==> config.mk <==
export PLATFORM = sky130hd
export DESIGN_NAME = memory_stage
export DESIGN_NICKNAME = d
export VERILOG_FILES = /design/src/rtl/cpu_types_pkg.sv /design/src/rtl/memory_stage_link_reg.sv /design/src/rtl/memory_stage.sv
export SDC_FILE = /design/constraint.sdc
export NUM_CORES = 1
export LEC_CHECK = 0
export BUFFER_PORTS_ARGS = -buffer_cell sky130_fd_sc_hd__buf_4
export CORE_UTILIZATION = 30
export CTS_CLUSTER_DIAMETER = 100
export CTS_CLUSTER_SIZE = 28
export DETAILED_ROUTE_END_ITERATION = 12
export GPL_TIMING_DRIVEN = 0
export PLACE_DENSITY = 0.56
export SYNTH_ARGS = -nofsm -noshare
export SYNTH_HDL_FRONTEND = slang
export SYNTH_SLANG_ARGS = --single-unit
export TNS_END_PERCENT = 30
==> constraint.sdc <==
create_clock -name CLK -period 3.57 [get_ports CLK]
set_input_delay 0.1785 -clock CLK [delete_from_list [all_inputs] [get_ports CLK]]
set_output_delay 0.1785 -clock CLK [all_outputs]
set_load 0.02 [all_outputs]
==> src/rtl/cpu_types_pkg.sv <==
// Shared CPU datapath types: word, opcode/funct encodings and the MEM-stage FSM state.
package cpu_types_pkg;

    localparam int unsigned WORD_W = 32;

    typedef logic [WORD_W-1:0] word_t;

    typedef enum logic [5:0] {
        RTYPE = 6'b000000,
        ADDIU = 6'b001001,
        LW    = 6'b100011,
        SW    = 6'b101011,
        LL    = 6'b110000,
        SC    = 6'b111000,
        HALT  = 6'b111111
    } opcode_t;

    typedef enum logic [5:0] {
        SLL  = 6'b000000,
        ADD  = 6'b100000,
        ADDU = 6'b100001,
        SUB  = 6'b100010,
        SUBU = 6'b100011
    } funct_t;

    typedef enum logic [1:0] {
        IDLE,
        WAIT,
        DONE
    } mem_state_t;

endpackage

==> src/rtl/memory_stage_link_reg.sv <==
// LL/SC link register: remembers the last LL address until a store, SC or coherence
// invalidate to that word clears it; `match` answers the SC check for checkAddr.
module link_reg
    import cpu_types_pkg::*;
(
    input  logic  CLK,
    input  logic  nRST,
    input  logic  setLink,
    input  word_t setAddr,
    input  logic  clrStore,
    input  word_t storeAddr,
    input  logic  inv,
    input  word_t invAddr,
    input  word_t checkAddr,
    output logic  match
);

    logic  linkValid;
    word_t linkAddr;
    logic  invHit;
    logic  storeHit;

    always_comb begin
        invHit   = inv && (invAddr == linkAddr);
        storeHit = clrStore && (storeAddr == linkAddr);
        // A same-cycle invalidate wins over the SC check
        match    = linkValid && (linkAddr == checkAddr) && !invHit;
    end

    always_ff @(posedge CLK or negedge nRST) begin
        if (!nRST) begin
            linkValid <= 1'b0;
            linkAddr  <= '0;
        end else if (setLink) begin
            linkValid <= !(inv && (invAddr == setAddr));
            linkAddr  <= setAddr;
        end else if (invHit || storeHit) begin
            linkValid <= 1'b0;
        end
    end

endmodule

==> src/rtl/memory_stage.sv <==
// MEM stage: issues data-cache requests from the EX/MEM latch, stalls until dhit,
// and drives the MEM/WB latch inputs, enable and flush; also owns LL/SC link and halt.
module memory_stage
    import cpu_types_pkg::*;
#(
    parameter bit LLSC_EN = 1'b1
) (
    input  logic        CLK,
    input  logic        nRST,
    input  logic        valid_EX,
    input  word_t       aluout_EX,
    input  word_t       rtdata_EX,
    input  word_t       instr_EX,
    input  word_t       imemaddr_EX,
    input  opcode_t     opcode_EX,
    input  funct_t      funct_EX,
    input  logic [15:0] imm16_EX,
    input  logic        MemRead_EX,
    input  logic        MemWrite_EX,
    input  logic        MemtoReg_EX,
    input  logic        RegWr_EX,
    input  logic [1:0]  RegDst_EX,
    input  logic        flush_in,
    input  logic        dhit,
    input  word_t       dmemload,
    input  logic        link_inv,
    input  word_t       link_inv_addr,
    output logic        dmemREN,
    output logic        dmemWEN,
    output word_t       dmemaddr,
    output word_t       dmemstore,
    output logic        mem_stall,
    output word_t       Output_Port_MEM,
    output word_t       instr_MEM,
    output word_t       imemaddr_MEM,
    output logic        MemtoReg_MEM,
    output logic        RegWr_MEM,
    output logic [1:0]  RegDst_MEM,
    output opcode_t     opcode_MEM,
    output funct_t      funct_MEM,
    output logic [15:0] imm16_MEM,
    output logic        enable,
    output logic        flush,
    output logic        halt
);

    mem_state_t state, nextState;

    word_t reqAddr, reqStore, loadReg;
    logic  reqRen, reqWen, reqSc, reqLl;
    logic  pendingFlush;
    logic  haltReg;

    logic  isScOp, isLlOp, linkMatch, scFail, issue;
    logic  setLink, clrStore, haltSet;

    always_comb begin
        isScOp = (opcode_EX == SC);
        isLlOp = LLSC_EN && (opcode_EX == LL);
        scFail = LLSC_EN && valid_EX && isScOp && !linkMatch;
        issue  = (state == IDLE) && valid_EX && (MemRead_EX || MemWrite_EX) && !scFail;
    end

    assign setLink  = (state == DONE) && reqLl && !pendingFlush;
    assign clrStore = (state == DONE) && reqWen;
    assign haltSet  = valid_EX && (opcode_EX == HALT) && enable;
    assign halt     = haltReg;

    link_reg u_linkReg (
        .CLK       (CLK),
        .nRST      (nRST),
        .setLink   (setLink),
        .setAddr   (reqAddr),
        .clrStore  (clrStore),
        .storeAddr (reqAddr),
        .inv       (link_inv),
        .invAddr   (link_inv_addr),
        .checkAddr (aluout_EX),
        .match     (linkMatch)
    );

    always_ff @(posedge CLK or negedge nRST) begin
        if (!nRST) begin
            state        <= IDLE;
            reqAddr      <= '0;
            reqStore     <= '0;
            reqRen       <= 1'b0;
            reqWen       <= 1'b0;
            reqSc        <= 1'b0;
            reqLl        <= 1'b0;
            loadReg      <= '0;
            pendingFlush <= 1'b0;
            haltReg      <= 1'b0;
        end else begin
            state <= nextState;
            // Request is latched at issue so WAIT drives it from registers, not the EX inputs
            if (issue) begin
                reqAddr  <= aluout_EX;
                reqStore <= rtdata_EX;
                reqRen   <= MemRead_EX;
                reqWen   <= MemWrite_EX;
                reqSc    <= isScOp;
                reqLl    <= isLlOp;
            end
            if (dhit && (issue || (state == WAIT)))
                loadReg <= dmemload;
            if (state == DONE)
                pendingFlush <= 1'b0;
            else if (flush_in && (issue || (state == WAIT)))
                pendingFlush <= 1'b1;
            if (haltSet)
                haltReg <= 1'b1;
        end
    end

    always_comb begin
        nextState       = state;
        dmemREN         = 1'b0;
        dmemWEN         = 1'b0;
        dmemaddr        = '0;
        dmemstore       = '0;
        mem_stall       = 1'b0;
        enable          = 1'b0;
        flush           = 1'b0;
        Output_Port_MEM = '0;
        instr_MEM       = '0;
        imemaddr_MEM    = '0;
        MemtoReg_MEM    = 1'b0;
        RegWr_MEM       = 1'b0;
        RegDst_MEM      = '0;
        opcode_MEM      = RTYPE;
        funct_MEM       = SLL;
        imm16_MEM       = '0;
        if (nRST) begin
            Output_Port_MEM = aluout_EX;
            instr_MEM       = instr_EX;
            imemaddr_MEM    = imemaddr_EX;
            MemtoReg_MEM    = MemtoReg_EX;
            RegWr_MEM       = RegWr_EX;
            RegDst_MEM      = RegDst_EX;
            opcode_MEM      = opcode_EX;
            funct_MEM       = funct_EX;
            imm16_MEM       = imm16_EX;
            unique case (state)
                IDLE: begin
                    flush = flush_in;
                    if (issue) begin
                        dmemREN   = MemRead_EX;
                        dmemWEN   = MemWrite_EX;
                        dmemaddr  = aluout_EX;
                        dmemstore = rtdata_EX;
                        mem_stall = 1'b1;
                        nextState = dhit ? DONE : WAIT;
                    end else begin
                        enable = 1'b1;
                        if (scFail) begin
                            Output_Port_MEM = '0;
                            RegWr_MEM       = 1'b1;
                        end
                    end
                end
                WAIT: begin
                    dmemREN   = reqRen;
                    dmemWEN   = reqWen;
                    dmemaddr  = reqAddr;
                    dmemstore = reqStore;
                    mem_stall = 1'b1;
                    if (dhit)
                        nextState = DONE;
                end
                DONE: begin
                    enable    = 1'b1;
                    flush     = pendingFlush || flush_in;
                    nextState = IDLE;
                    if (reqSc)
                        Output_Port_MEM = 32'd1;
                    else if (reqRen)
                        Output_Port_MEM = loadReg;
                end
                default: nextState = IDLE;
            endcase
        end
    end

endmodule

==> results.yml <==
power_and_ir_drop:
  vdd_drop_max_mv: 0.256
  p_leak_nw: 6.50
  power_mw: 7.08
  powerDensity_mw_per_mm2: 513
route:
  via_per_inst: 4.94
  dr.first_iter.drc_count: 444
  firstDrtPassIters: 5
  num_vias: 8442
  antenna_left: 0
  drc: 0
  wl_per_cell_um: 22.5
  finalWirelength_mm: 38.5
synthesis:
  syn_nets: 1030
  yosysSeqAreaShare: 0.398
  syn_area_mm2: 0.00860
  syn_inst: 798
  synthArstFlopShare: 1.00
  synth_ff_type: "dfrtp_1"
  synth_edf_count: 0
  ys_ff_latch: 137
  netlist.area_leader.share: 0.398
  yosys_warnings: 0
  yosysMostFrequentCell: "dfrtp_1"
  synth_area_leaders: "dfrtp_1, mux2_2, xnor2_1"
  synth_common_cells: "dfrtp_1, mux2_2, and2_1"
  synth_top_cell_by_area: "dfrtp_1"
  syn_area_per_cell_um2: 10.8
  ys_types: 42
global_routing:
  grt_max_degree: 89
  antenna_found_initial: 2
  grt_pass1_vias: 8518
  overflow: 0
  grt_usage: 0.262
  grt_first_pass_wirelength_mm: 55.5
clock_tree:
  cts_tree: "yes"
  cts_buffers: 17
  clk_pin_slew_worst_paths_ns: 0.06
  cts.sinks: 137
  cts_buffer_depth: 2
  clk_latency_ns: 0.43
  h-tree-depth: 4
  cts_root_buf: "clkbuf_16"
worst_setup_path:
  crit_buf_inv: 2
  critical_path.max_stage_delay_ns: 0.54
  path_cells: "xor2_1 -> nor4b_1 -> nand4_1 -> o41a_1 -> o41ai_4 -> clkbuf_1 -> a21oi_1 -> buf_4"
  r2r_setup_slack_ns: 0.21
  crit_required_ns: 3.39
  arrival_ns: 3.34
  critPathTopFamily: "compound AO/OA/AOI/OAI gates"
  cp_slowest_cell: "o41a_1"
  start_kind: "flop"
  endpoint_kind: "output port"
  crit_type: "reg -> out"
  worstPathMaxFanout: 10
sta:
  period_minus_slack_ns: 3.52
  max_freq_ghz: 0.284
  maxSlewHeadroom: 0.272
  hold_violations: 0
  finalCritPeriodShare: 0.985
  finClkSkew_ns: 0.0166
  holdWs_ns: 0.0170
  final-setup-viol-count: 0
  rsz0062_at_grt: "true"
  timing.setup.tns_ns: 0
  layout_setup_ws_ns: 0.0535
  tightest_slew_ns: 1.09
  final-max-slew-violation-count: 0
floorplanning:
  rows: 61
  core_area_mm2: 0.0280
  die_w_um: 171
  dieArea_mm2: 0.0294
  initial_core_util: 0.307
  num_io_pins: 430
  die_h_um: 171
final_layout:
  nets: 1550
  area_delta_synth_final_pct: 60.4
  fin_cells: 1710
  drive_gt1_frac: 0.474
placement:
  io_buffers: 429
  post-dp-hpwl_mm: 30.1
  pre_cts_ws_ns: -0.241
  gp_congestion: 0.915
  dp.cells: 1606
run:
  cap_viol_max_count: 0
min_path:
  hp-class: "in -> reg"
outcome:
  run_status: "complete, no violations"
==> cell usage in the layout (no fill, tap or decap), drive strengths merged, types with 2 or more instances in the layout <==
master / count
buf: 450
dfrtp: 137
mux2: 130
and2: 96
xnor2: 72
a22o: 66
dlygate4sd3: 66
xor2: 56
clkbuf: 53
nand2: 33
a21oi: 31
nand3: 28
nor4: 25
nand4: 22
nor2: 11
a32o: 9
o21ai: 7
nor3: 5
inv: 5
clkinv: 4
clkinvlp: 3
bufinv: 3
diode: 2
nor4b: 2
==> worst reg2reg max path, stage by stage, from the launching register on <==
cell      delay (ns)
dfrtp_1         0.33
clkbuf_1        0.45
inv_1           0.25
nor4b_2         0.99
clkbuf_1        0.57
nand4_1         0.29
nor4_1          0.23
a21oi_1         0.10
==> report_power, final <==
part           switching (mW)  internal [mW]  total, mW
clock network           0.748           1.12       1.87
registers               0.505           2.04       2.54
logic                    1.27           1.40       2.67
==> final timing paths <==
| path | from | endpoint | cells after the start |
|---|---|---|---|
| min | rtdata_EX[3] | reqStore[3] | 2 |
| min in group asynchronous | nRST | loadReg[17] | 4 |
| max reg2reg | state[1] | u_linkReg.linkValid | 7 |
| max | u_linkReg.linkAddr[20] | Output_Port_MEM[3] | 8 |
| max in group asynchronous | nRST | loadReg[8] | 5 |
| min reg2reg | reqLl | reqLl | 1 |
==> cells by family after synthesis <==
kind of cell / count (synthesis) / share of synthesized area
and+or+nand+nor: 228 / 0.150
AOI/OAI and AO/OA: 123 / 0.111
xor gates and xnor gates: 128 / 0.130
DFF: 137 / 0.398
buffers and inverters: 52 / 0.0269
muxes: 130 / 0.183
==> metrics by stage <==
stage	instance area [um2]	utilization
after global routing	13800	0.493
after CTS	13800	0.491
after detailed placement	12300	0.440
after global placement	12300	0.439
final	13800	0.493
after floorplan	8600	-
==> metal layers <==
metal / up-vias / GRT usage / part of all wire
met5: - / 0 / 0.00034
met4: 2 / 0.0540 / 0.0099
met3: 26 / 0.0720 / 0.078
met2: 335 / 0.416 / 0.46
met1: 4171 / 0.354 / 0.45
li1: 3908 / - / -
==> flip-flops by register name, indices dropped and copies added (netlist names) <==
signal	cells
reqWen	1
state	2
reqStore	32
reqSc	1
loadReg	32
reqRen	1
u_linkReg.linkAddr	32
pendingFlush	1
reqAddr	32
halt	1
u_linkReg.linkValid	1
reqLl	1
==> timing repair <==
item / in CTS / in global routing
hold buffers: 69 / 0
endpoints found under the setup margin: 96 / 74
endpoints found under the hold margin: 113 / 0
setup buffers: 0 / 2
resized for setup: 12 / 10
pin swaps: 0 / 1
==> final cells by class <==
class | instances | area (um2)
Antenna cell | 2 | 5.00
Fill cell | 2669 | 14200
Inverter | 2 | 7.51
Sequential cell | 137 | 3430
Clock buffer | 18 | 439
Timing Repair Buffer | 501 | 4010
Buffer | 50 | 233
Tap cell | 378 | 473
Multi-Input combinational cell | 609 | 5040
Clock inverter | 13 | 169
Power figures use the tool's default switching activity.
